**config.mk**
```make
export PLATFORM = sky130hd
export DESIGN_NAME = glitch_sequencer
export DESIGN_NICKNAME = d
export VERILOG_FILES = /design/src/rtl/glitch_sequencer.sv
export SDC_FILE = /design/constraint.sdc
export NUM_CORES = 1
export LEC_CHECK = 0
export BUFFER_PORTS_ARGS = -buffer_cell sky130_fd_sc_hd__buf_2
export CAP_MARGIN = 15
export CELL_PAD_IN_SITES_DETAIL_PLACEMENT = 1
export CELL_PAD_IN_SITES_GLOBAL_PLACEMENT = 1
export CORE_ASPECT_RATIO = 1.1
export CORE_UTILIZATION = 30
export DETAILED_ROUTE_END_ITERATION = 16
export PLACE_DENSITY = 0.6
export SKIP_LAST_GASP = 1
export SLEW_MARGIN = 20
export SYNTH_ARGS = -nofsm -noshare
export SYNTH_HDL_FRONTEND = slang
export SYNTH_SLANG_ARGS = --single-unit
```
**constraint.sdc**
```tcl
create_clock -name clk_in -period 3.3 [get_ports clk_in]
set_input_delay 0.33 -clock clk_in [delete_from_list [all_inputs] [get_ports clk_in]]
set_output_delay 0.33 -clock clk_in [all_outputs]
set_load 0.01 [all_outputs]
```
**src/rtl/glitch_sequencer.sv**
```systemverilog
// Trigger-to-glitch timing controller driving en/mode of the clock-glitch core.
// Optional GLITCH_TRIG_SYNC_EN adds a 2-flop trigger synchroniser (+2 cycles).
module glitch_sequencer #(
    parameter int DLY_W = 16,
    parameter int WID_W = 16,
    parameter int CNT_W = 8
) (
    input  logic             clk_in,
    input  logic             rst_n,
    input  logic [DLY_W-1:0] cfg_delay,
    input  logic [WID_W-1:0] cfg_width,
    input  logic [WID_W-1:0] cfg_gap,
    input  logic [CNT_W-1:0] cfg_count,
    input  logic [7:0]       cfg_mode,
    input  logic             arm,
    input  logic             abort,
    input  logic             trigger,
    output logic             en,
    output logic [7:0]       mode,
    output logic             armed,
    output logic             busy,
    output logic             done
);

    typedef enum logic [2:0] {IDLE, ARMED, DELAY, GLITCH, GAP} state_t;

    localparam logic [DLY_W-1:0] D1 = DLY_W'(1);
    localparam logic [WID_W-1:0] W1 = WID_W'(1);
    localparam logic [CNT_W-1:0] C1 = CNT_W'(1);

    state_t             state_q, state_d;
    logic [DLY_W-1:0]   dly_q, dcnt_q, dcnt_d;
    logic [WID_W-1:0]   wid_q, gap_q;
    logic [WID_W-1:0]   wcnt_q, wcnt_d, gcnt_q, gcnt_d;
    logic [CNT_W-1:0]   cnt_q, pcnt_q, pcnt_d;
    logic [7:0]         mode_q;
    logic               en_q, en_d, busy_q, busy_d;
    logic               armed_q, armed_d, done_q, done_d;
    logic               trig_s, trig_prev_q, trig_ev, load;

`ifdef GLITCH_TRIG_SYNC_EN
    logic [1:0] sync_q;
    always_ff @(posedge clk_in or negedge rst_n) begin
        if (!rst_n) sync_q <= '0;
        else        sync_q <= {sync_q[0], trigger};
    end
    assign trig_s = sync_q[1];
`else
    assign trig_s = trigger;
`endif

    assign trig_ev = trig_s & ~trig_prev_q;
    assign load    = (state_q == IDLE) & arm & ~abort;

    always_ff @(posedge clk_in or negedge rst_n) begin
        if (!rst_n) begin
            state_q <= IDLE;
        end else begin
            state_q <= state_d;
        end
    end

    always_comb begin
        state_d = state_q;
        dcnt_d  = dcnt_q;
        wcnt_d  = wcnt_q;
        gcnt_d  = gcnt_q;
        pcnt_d  = pcnt_q;
        done_d  = 1'b0;
        if (abort) begin
            state_d = IDLE;
        end else begin
            unique case (state_q)
                IDLE: begin
                    if (arm) state_d = ARMED;
                end
                ARMED: begin
                    if (trig_ev) begin
                        state_d = DELAY;
                        dcnt_d  = dly_q;
                    end
                end
                DELAY: begin
                    if (dcnt_q != '0) begin
                        dcnt_d = dcnt_q - D1;
                    end else begin
                        state_d = GLITCH;
                        wcnt_d  = wid_q - W1;
                        pcnt_d  = cnt_q - C1;
                    end
                end
                GLITCH: begin
                    if (wcnt_q != '0) begin
                        wcnt_d = wcnt_q - W1;
                    end else if (pcnt_q == '0) begin
                        state_d = IDLE;
                        done_d  = 1'b1;
                    end else begin
                        pcnt_d = pcnt_q - C1;
                        // zero gap keeps en high across pulse boundaries
                        if (gap_q != '0) begin
                            state_d = GAP;
                            gcnt_d  = gap_q - W1;
                        end else begin
                            wcnt_d = wid_q - W1;
                        end
                    end
                end
                GAP: begin
                    if (gcnt_q != '0) begin
                        gcnt_d = gcnt_q - W1;
                    end else begin
                        state_d = GLITCH;
                        wcnt_d  = wid_q - W1;
                    end
                end
                default: state_d = IDLE;
            endcase
        end
    end

    always_comb begin
        en_d    = (state_d == GLITCH);
        armed_d = (state_d == ARMED);
        busy_d  = (state_d == DELAY) || (state_d == GLITCH) ||
                  (state_d == GAP);
    end

    always_ff @(posedge clk_in or negedge rst_n) begin
        if (!rst_n) begin
            dcnt_q      <= '0;
            wcnt_q      <= '0;
            gcnt_q      <= '0;
            pcnt_q      <= '0;
            dly_q       <= '0;
            wid_q       <= W1;
            gap_q       <= '0;
            cnt_q       <= C1;
            mode_q      <= '0;
            trig_prev_q <= 1'b0;
            en_q        <= 1'b0;
            busy_q      <= 1'b0;
            armed_q     <= 1'b0;
            done_q      <= 1'b0;
        end else begin
            dcnt_q      <= dcnt_d;
            wcnt_q      <= wcnt_d;
            gcnt_q      <= gcnt_d;
            pcnt_q      <= pcnt_d;
            trig_prev_q <= trig_s;
            en_q        <= en_d;
            busy_q      <= busy_d;
            armed_q     <= armed_d;
            done_q      <= done_d;
            if (load) begin
                dly_q  <= cfg_delay;
                wid_q  <= (cfg_width == '0) ? W1 : cfg_width;
                gap_q  <= cfg_gap;
                cnt_q  <= (cfg_count == '0) ? C1 : cfg_count;
                mode_q <= cfg_mode;
            end
        end
    end

    assign en    = en_q;
    assign mode  = mode_q;
    assign armed = armed_q;
    assign busy  = busy_q;
    assign done  = done_q;

endmodule

```
==> results of run 1 <==
-- power by group --
group	internal [uW]	switching, uW
clock network	1190	712
logic	561	617
registers	1950	432
-- worst paths after layout --
kind                            slack, ns     start           to  depth (start not counted)
max in group asynchronous            2.00     rst_n    pcnt_q[6]                          3
min in group asynchronous            0.47     rst_n    wcnt_q[5]                          2
worst min-delay path                 0.05   trigger  trig_prev_q                          1
worst max-delay path                 0.34  gap_q[2]   wcnt_q[15]                          7
worst min register to register       0.50   mode[5]      mode[5]                          1
worst max register to register       0.34  gap_q[2]   wcnt_q[15]                          7
-- timing repair --
| item | CTS | global route |
|---|---|---|
| endpoints found under the hold margin | 55 | 0 |
| setup endpoints to repair | 0 | 0 |
| hold buffers | 1 | 0 |
-- per-layer routing --
layer / global-route usage / vias up
li1: - / 2979
met2: 0.300 / 63
met1: 0.226 / 3107
met5: 0 / -
met3: 0.0283 / 20
met4: 0.0450 / 0
-- worst register-to-register path, cell delays in order (launching register included) --
cell and delay [ns]:
dfrtp_1 0.42, or4_4 0.55, or4b_4 0.58, or4_4 0.55, a31oi_4 0.30, buf_4 0.28, a21oi_1 0.10, a21oi_2 0.11
-- sequential cells by signal (all words and copies together), names as in the netlist --
| name | count |
|---|---|
| trig_prev_q | 1 |
| done | 1 |
| dly_q | 16 |
| wcnt_q | 16 |
| armed | 1 |
| mode | 8 |
| en | 1 |
| dcnt_q | 16 |
| gap_q | 16 |
| state_q | 3 |
| gcnt_q | 16 |
| pcnt_q | 8 |
| busy | 1 |
| wid_q | 16 |
| cnt_q | 8 |
-- metrics by stage --
step	setup WS [ns]	hold WS, ns	instances
2_1_floorplan	0.229	0.0344	764
3_3_place_gp	0.396	0.361	1126
3_5_place_dp	0.343	0.367	1126
4_1_cts	0.319	0.0440	1158
5_1_grt	0.197	0.0416	1159
6_report	0.342	0.0529	1159
-- cells in the final DEF, fill, tap and decap left out, drive strengths merged, types with 7 or more instances in the layout --
cell / netlist / layout
a31oi: 8 / 8
nand3: 22 / 22
a211oi: 8 / 8
or3: 10 / 10
mux2i: 11 / 11
nor2: 72 / 72
o21ai: 70 / 70
nor3: 37 / 37
buf: 6 / 103
clkbuf: 35 / 22
a21oi: 64 / 64
nand2: 62 / 62
nand2b: 9 / 9
o22ai: 7 / 7
or4: 11 / 11
xor2: 10 / 10
nor4: 21 / 21
dfrtp: 126 / 126
mux2: 59 / 59
inv: 19 / 19
-- cell type report --
cell class | instances | area share
Tap cell | 300 | 0.0439
Clock inverter | 9 | 0.0126
Timing Repair Buffer | 104 | 0.0703
Sequential cell | 128 | 0.375
Multi-Input combinational cell | 576 | 0.434
Antenna cell | 1 | 0.000292
Inverter | 19 | 0.00833
Clock buffer | 22 | 0.0566
-- cell families after synthesis --
group                    Yosys count  share of synthesized area
AO/OA/AOI/OAI                    208                      0.184
XOR/XNOR                          13                     0.0159
adder cells (fa/ha/maj)            5                    0.00875
buffers and inverters             60                     0.0345
flip-flops                       128                      0.448
multiplexers                      70                      0.108
AND/OR/NAND/NOR                  280                      0.200
==> impl_results.md, run 1 <==
* Most common cell in the netlist: dfrtp_1
* Met3 wire length at 384 um
* Net Count, Synth at 838
* Die X at 149 um
* Post-synth top cells: dfrtp_1 (126), nor2_1 (71), o21ai_0 (69)
* Residual DRC count at 0
* CTS buffer count at 17
* Clock Skews at 0.0106 ns
* CTS tree: yes
* I/O pins at between 80 and 90
* Most common cell on crit path: or4_4
* Cell row count at 58
* Synthesized flop and latch total at 128
* Layout area overhead at 19.7%
* Setup TNS at 0 ns
* First-pass DRT Iterations at 4
* Fillers at around 2,700
* Post-synth top flop: dfrtp_1
* WP data required at 3.64 ns
* Crit-path cells: or4_4 -> or4b_4 -> or4_4 -> a31oi_4 -> buf_4 -> a21oi_1 -> a21oi_2
* Clk buf depth at 2
* Setup Fix Bufs, Post-CTS at 0
* EDFF count, synth at 0
* Largest cells by area after synthesis: dfrtp_1 (44%), mux2_2 (9.3%), o21ai_0 (4.8%)
* CP bufs+invs at 1
* RSZ-0062 raised after global routing: false
* Tcrit/Tclk final at 0.896
* Pwr Total at 5460 uW
* Nets@finish at 920
* Iteration-0 DRC Markers at 251
* Slew Limit Headroom at 0.570
* Metal2 WL at 10,000 um
* Worst-Skew Late Latency at 0.42 ns
* Worst Hold Class: primary input to flop
* Pwr Density at 638 nW/um^2
* Top cell type's share of synthesized area at 0.441
* I/O Buffers at 80
* Layout cell share with drive strength beyond 1 at 0.262
* GP Congestion at 0.767
* Worst Max-Slew Pin Slew at 0.644 ns
* CP delay by family, top: simple AND/OR/NAND/NOR gates
* Area after detailed placement at 7960 um^2
* Final design instance area without fill at 8560 um^2
* Routed wire per std cell at 17.2 um
* CP max stage delay at between 0.5 and 0.6 ns
* Vias at 6,169
* Synth cell types at 72
* Worst Path Arrival at between 3 and 4 ns
* Global-route wire length before repair at 33,800 um
* Pin count of the biggest net entering global routing at a little under 60
* Worst-path clk slew at ~0.060 ns
* Status: finished clean
* Part of the Yosys area used for sequential elements at 0.448
* Synth warnings at 0
* Final hold violations at 0
* DRT met1 WL at 9270 um
* Fmax at 338 MHz
* Final HPWL DP at 14,100 um
* Slowest CP cell: or4b_4
* Syn_area_per_cell at between 9 and 10 um^2
* Antenna violations before repair at 1
* FF+latch area at 3210 um^2
* Fin. max-slew vios at 0
* Largest area contributor in the netlist: dfrtp_1
* CTS sink cnt at 128
* Post-cts sizing count at 0
* Initial Util at 0.309
* Setup crit end kind: flop
* Synth Cell Area at roughly 7000 um^2
* Startpoint Class: flop
* Peak supply drop at 0.290 mV
* Die area at 24,500 um^2
* Vias in the first global route at 6,385
* GRT Overall Usage at 0.174
* Syn Inst Count at 764
* Top sig layer: met4
* Endpoints failing setup at 0
* Htree depth at 4
* Ys async rst share at 1.00
* Detail Route Antenna Nets at 0
* Chip Height at 164 um
* Crit path kind: flop to flop
* Tmin final at roughly 3 ns
* Area of the multi-input gates at between 3000 and 4000 um^2
* Routed WL at 19,900 um
* CORE AREA at 23,100 um^2
* Max-cap violation count at 0
* Crit path max fanout at 12
* Via/cell ratio at 5.32
* Grt total ovfl at 0
* Leak at 0.00353 uW
* Fin util at 0.370
* Clk root buf: clkbuf_16
(Power assumes the default switching activity.)
==> run 2, diff against run 1 <==
RECOVER_POWER = 25   (was default)
==> run 2 against run 1 <==
Net effect:
- the run now ends with max-capacitance violations, max-slew violations left
- die area stayed put
- clock power is essentially flat
- non-clock buffer count unchanged
- sequential share of layout area is 0.093 points higher
- total power hardly changed
- critical path depth is the same
- sequential power hardly changed
- setup slack got worse by 0.0037 ns
- via count about the same
- critical path type unchanged
- largest cell class unchanged
- highest routed layer unchanged
==> impl_results.md, run 2 (synthesis results as in run 1) <==
* Setup crit end kind: flop (unchanged)
* Fin. max-slew vios at 59 (was 0)
* Most frequent cells in the layout: dfrtp_1 (126), nor2_1 (71), o21ai_0 (69), buf_2 (67), nand2_1 (62) (was dfrtp_1 (126), buf_2 (79), nor2_1 (71), o21ai_0 (69), nand2_1 (62))
* I/O Buffers at 80 (unchanged)
* Clock Skews at 0.0106 ns (about the same)
* CTS sink cnt at 128 (unchanged)
* Cell row count at 58 (unchanged)
* Residual DRC count at 0 (unchanged)
* CTS buffer count at 17 (unchanged)
* Routed WL at 20,000 um (was 19,900 um)
* Pin count of the biggest net entering global routing at 59 (unchanged)
* Max-cap violation count at 1 (was 0)
* RSZ-0062 raised after global routing: false (unchanged)
* Crit path max fanout at 12 (unchanged)
* Fmax at 338 MHz (about the same)
* Worst-path clk slew at 0.06 ns (about the same)
* Layout area overhead at 19.4% (was 19.7%)
* Via/cell ratio at 5.32 (about the same)
* Startpoint Class: flop (unchanged)
* Final hold violations at 0 (unchanged)
* Pwr Density at 639 nW/um^2 (was 638 nW/um^2)
* WP data required at 3.64 ns (about the same)
* Worst-Skew Late Latency at 0.42 ns (about the same)
* Routed wire per std cell at 17.3 um (was 17.2 um)
* Commonest non-fill, non-tap cell in the layout: dfrtp_1 (unchanged)
* Endpoints failing setup at 0 (unchanged)
* Antenna violations before repair at 1 (unchanged)
* Leak at 0.00349 uW (was 0.00353 uW)
* I/O pins at 81 (unchanged)
* GP Congestion at 0.767 (unchanged)
* Failing checks: max-capacitance violations, max-slew violations
* Chip Height at 164 um (unchanged)
* CTS tree: yes (unchanged)
* Grt total ovfl at 0 (unchanged)
* Layout cell share with drive strength beyond 1 at 0.248 (was 0.262)
* Area of the multi-input gates at 3710 um^2 (unchanged)
* Worst Max-Slew Pin Slew at 1.63 ns (was 0.644 ns)
* Final HPWL DP at 14,100 um (unchanged)
* Nets@finish at 920 (unchanged)
* Global-route wire length before repair at 33,800 um (unchanged)
* Tmin final at 2.96 ns (about the same)
* Crit path kind: flop to flop (unchanged)
* Vias in the first global route at 6,385 (unchanged)
* Fillers at 2,674 (was 2,668)
* Die area at 24,500 um^2 (unchanged)
* Setup TNS at 0 ns (unchanged)
* First-pass DRT Iterations at 4 (unchanged)
* Worst Hold Class: primary input to flop (unchanged)
* Die X at 149 um (unchanged)
* Setup Fix Bufs, Post-CTS at 0 (unchanged)
* FF+latch area at 3210 um^2 (unchanged)
* Vias at 6,164 (was 6,169)
* Worst Path Arrival at 3.30 ns (about the same)
* Clk root buf: clkbuf_16 (unchanged)
* Slew Limit Headroom at -0.0841 (was 0.570)
* Fin util at 0.369 (was 0.370)
* Iteration-0 DRC Markers at 244 (was 251)
* Initial Util at 0.309 (unchanged)
* CORE AREA at 23,100 um^2 (unchanged)
* Clk buf depth at 2 (unchanged)
* Detail Route Antenna Nets at 0 (unchanged)
* Htree depth at 4 (unchanged)
* Tcrit/Tclk final at 0.897 (was 0.896)
* Peak supply drop at 0.290 mV (about the same)
* GRT Overall Usage at 0.174 (unchanged)
* Status: finished with violations (was finished clean)
run 2: changes by cell type in the layout (fill, tap and decap cells not counted):
cell,previous run,this run
buf_2,79,67
clkbuf_1,1,13
buf_6,1,0
clkbuf_2,0,1
run 2: final timing paths:
| path | start | end | slack (ns) | cells after the start |
|---|---|---|---|---|
| max reg2reg | gap_q[2] | wcnt_q[15] | 0.34 | 7 |
| min reg2reg | mode[5] | mode[5] | 0.50 | 1 |
| max | gap_q[2] | wcnt_q[15] | 0.34 | 7 |
| min in group asynchronous | rst_n | wcnt_q[5] | 0.87 | 2 |
| max in group asynchronous | rst_n | pcnt_q[6] | 1.24 | 3 |
| min | trigger | trig_prev_q | 0.07 | 1 |
run 2: repair_timing:
item | in CTS | in global routing
endpoints found under the hold margin | 55 | 0
hold buffers | 1 | 0
gates resized for setup | 0 | 0
run 2: stage by stage:
step	hold WS (ns)	power, uW	std cells	setup WS, ns	instance area, um^2
global placement	0.361	3570	1126	0.396	7960
detailed placement	0.367	3600	1126	0.343	7960
global route	0.0596	5820	1159	0.197	8540
floorplan	0.0344	3140	764	0.229	7150
finish	0.0656	5460	1159	0.339	8540
CTS	0.0440	5550	1158	0.319	8560
run 2: where the power goes:
group / leakage, uW / switching, uW / internal, uW
registers: 0.00156 / 433 / 1950
clock network: 0.000288 / 714 / 1190
logic: 0.00164 / 618 / 554
total: 0.00349 / 1760 / 3690
run 2: worst max-delay path, stage by stage, from the launching register on:
cell and delay (ns):
dfrtp_1 0.42, or4_4 0.55, or4b_4 0.58, or4_4 0.55
a31oi_4 0.30, buf_4 0.27, a21oi_1 0.10, a21oi_2 0.11
run 2: final cells by class:
class | instances | share of cell area
tap | 300 | 0.0440
clock inverter | 9 | 0.0126
antenna | 1 | 0.000293
sequential | 128 | 0.375
inverter | 19 | 0.00835
multi-input combinational | 576 | 0.435
timing repair buffer | 104 | 0.0680
clock buffer | 22 | 0.0567
run 2: per-layer routing:
metal,vias up,track usage,wire [um]
met5,-,0,0
met4,0,0.0450,277
met1,3108,0.226,9410
met3,20,0.0283,355
met2,55,0.300,9970
li1,2981,-,-
==> run 3, diff against run 2 <==
--- a/config.mk
+++ b/config.mk
@@ -11,7 +11,7 @@
 export CELL_PAD_IN_SITES_GLOBAL_PLACEMENT = 1
 export CORE_ASPECT_RATIO = 1.1
-export CORE_UTILIZATION = 30
+export CORE_UTILIZATION = 46
 export DETAILED_ROUTE_END_ITERATION = 16
-export PLACE_DENSITY = 0.6
+export PLACE_DENSITY = 0.84
 export RECOVER_POWER = 25
 export SKIP_LAST_GASP = 1
==> constraint.sdc (replaced) <==
create_clock -name clk_in -period 3.3 [get_ports clk_in]
set_input_delay 0.33 -clock clk_in [delete_from_list [all_inputs] [get_ports clk_in]]
set_output_delay 0.33 -clock clk_in [all_outputs]
set_load 0.005 [all_outputs]
==> run 3 against run 2 <==
Net effect:
- the flow now finishes without violations
- combinational power up 3%
- via count rose by 3.9%
- sequential share of layout area grew 0.50 points
==> impl_results.md, run 3 (synthesis results as in run 1) <==
* Nets@finish at 916 (was 920)
* Final HPWL DP at 14,300 um (was 14,100 um)
* GP Congestion at 0.823 (was 0.767)
* Die area at 16,100 um^2 (was 24,500 um^2)
* I/O Buffers at 80 (unchanged)
* Leak at 0.00349 uW (about the same)
* Worst reg2reg path depth at 7 (unchanged)
* Antenna violations before repair at 0 (was 1)
* Most frequent cells in the layout: dfrtp_1 (126), nor2_1 (71), o21ai_0 (69), buf_2 (69), nand2_1 (62) (was dfrtp_1 (126), nor2_1 (71), o21ai_0 (69), buf_2 (67), nand2_1 (62))
* Vias at 6,405 (was 6,164)
* I/O pins at 81 (unchanged)
* Worst-Skew Late Latency at 0.43 ns (was 0.42 ns)
* CTS tree: yes (unchanged)
* Pin count of the biggest net entering global routing at 82 (was 59)
* Reg2reg setup slack at 0.20 ns (was 0.34 ns)
* WP data required at 3.65 ns (was 3.64 ns)
* CTS sink cnt at 128 (unchanged)
* Max-cap violation count at 0 (was 1)
* CORE AREA at 15,100 um^2 (was 23,100 um^2)
* Commonest non-fill, non-tap cell in the layout: dfrtp_1 (unchanged)
* Worst Path Arrival at 3.45 ns (was 3.30 ns)
* RSZ-0062 raised after global routing: false (unchanged)
* Crit path kind: flop to flop (unchanged)
* Clk root buf: clkbuf_16 (unchanged)
* Tmin final at 3.10 ns (was 2.96 ns)
* Cell row count at 47 (was 58)
* Setup crit end kind: flop (unchanged)
* Hold path cells at 1 (unchanged)
* Peak supply drop at 0.311 mV (was 0.290 mV)
* Place WS at 0.245 ns (was 0.343 ns)
* Area after detailed placement at 7790 um^2 (was 7960 um^2)
* Htree depth at 4 (unchanged)
* Status: finished clean (was finished with violations)
* Initial Util at 0.473 (was 0.309)
* Startpoint Class: flop (unchanged)
* Endpoints failing setup at 0 (unchanged)
* First-pass DRT Iterations at 4 (unchanged)
* GRT Overall Usage at 0.283 (was 0.174)
* Fin. max-slew vios at 0 (was 59)
* Final design instance area without fill at 8430 um^2 (was 8540 um^2)
* Worst Hold Class: primary input to flop (unchanged)
* Layout area overhead at 17.8% (was 19.4%)
* Setup TNS at 0 ns (unchanged)
* Chip Height at 133 um (was 164 um)
* Die X at 121 um (was 149 um)
* Routed wire per std cell at 20.0 um (was 17.3 um)
* Vias in the first global route at 6,987 (was 6,385)
* CTS buffer count at 17 (unchanged)
* Detail Route Antenna Nets at 0 (unchanged)
* Worst-path clk slew at 0.06 ns (about the same)
* Grt total ovfl at 0 (unchanged)
* Tcrit/Tclk final at 0.939 (was 0.897)
* Via/cell ratio at 6.09 (was 5.32)
* Fmax at 323 MHz (was 338 MHz)
* Global-route wire length before repair at 35,900 um (was 33,800 um)
* Antenna Cells at 0 (was 1)
* Final hold violations at 0 (unchanged)
* Clock Skews at 0.0106 ns (about the same)
* Worst Max-Slew Pin Slew at 1.24 ns (was 1.63 ns)
* Fin worst setup slack at 0.201 ns (was 0.339 ns)
* Iteration-0 DRC Markers at 516 (was 244)
* Pwr Density at 679 nW/um^2 (was 639 nW/um^2)
* Clk buf depth at 2 (unchanged)
* Slew Limit Headroom at 0.175 (was -0.0841)
* Crit path max fanout at 14 (was 12)
* Residual DRC count at 0 (unchanged)
* Fin util at 0.557 (was 0.369)
* Layout cell share with drive strength beyond 1 at 0.249 (was 0.248)
* Routed WL at 21,100 um (was 20,000 um)
* Pwr Total at 5720 uW (was 5460 uW)
## run 3: cell count changes in the layout (fill, tap and decap cells not counted), moves of 2 or more
cell        change
clkbuf_1        -3
clkbuf_8        -3
buf_2           +2
buf_4           -4
bufinv_16       +3
clkinvlp_4      +2
## run 3: what timing repair did
item                       in CTS  in global routing
gates resized for setup         0                  0
setup endpoints to repair       0                  0
hold endpoints to repair       46                  0
hold buffers                    1                  0
buffers inserted                0                  0
## run 3: cell type report
class / instances / area [um^2]
Clock buffer: 18 / 439
Clock inverter: 14 / 213
Fill cell: 1740 / 6690
Inverter: 19 / 71.3
Multi-Input combinational cell: 576 / 3710
Sequential cell: 128 / 3210
Tap cell: 196 / 245
Timing Repair Buffer: 100 / 541
## run 3: critical path, stage by stage, from the launching register on
cell and delay, ns:
dfrtp_1 0.44, or4_4 0.57, or4b_4 0.58, or4_4 0.55, a31oi_4 0.35, buf_4 0.30, a21oi_1 0.11, a21oi_2 0.11
## run 3: per-layer routing
layer | wire, um | vias to the layer above | GRT usage
met4 | 587 | 0 | 0.108
met2 | 11400 | 125 | 0.502
met3 | 611 | 50 | 0.0530
li1 | - | 2976 | -
met1 | 8500 | 3254 | 0.336
met5 | 0 | - | 0
## run 3: path summary, 6_finish.rpt
path / start / endpoint
setup / recovery: gap_q[3] / wcnt_q[9]
hold / removal: trigger / trig_prev_q
setup reg to reg: gap_q[3] / wcnt_q[9]
hold reg to reg: mode[5] / mode[5]
max in group asynchronous: rst_n / dcnt_q[1]
min in group asynchronous: rst_n / wid_q[4]
## run 3: metrics by stage
| step | hold slack (ns) | std cells |
|---|---|---|
| after floorplan | 0.0344 | 764 |
| after global placement | 0.387 | 1018 |
| after detailed placement | 0.396 | 1018 |
| after CTS | 0.0116 | 1051 |
| after global routing | 0.0330 | 1051 |
| final | 0.0369 | 1051 |
## run 3: where the power goes
group	switching [uW]	leakage (uW)	total, uW	internal, uW
Combinational	657	0.00162	1210	549
Clock	732	0.000308	2090	1360
Sequential	471	0.00156	2420	1950
Total	1860	0.00349	5720	3860
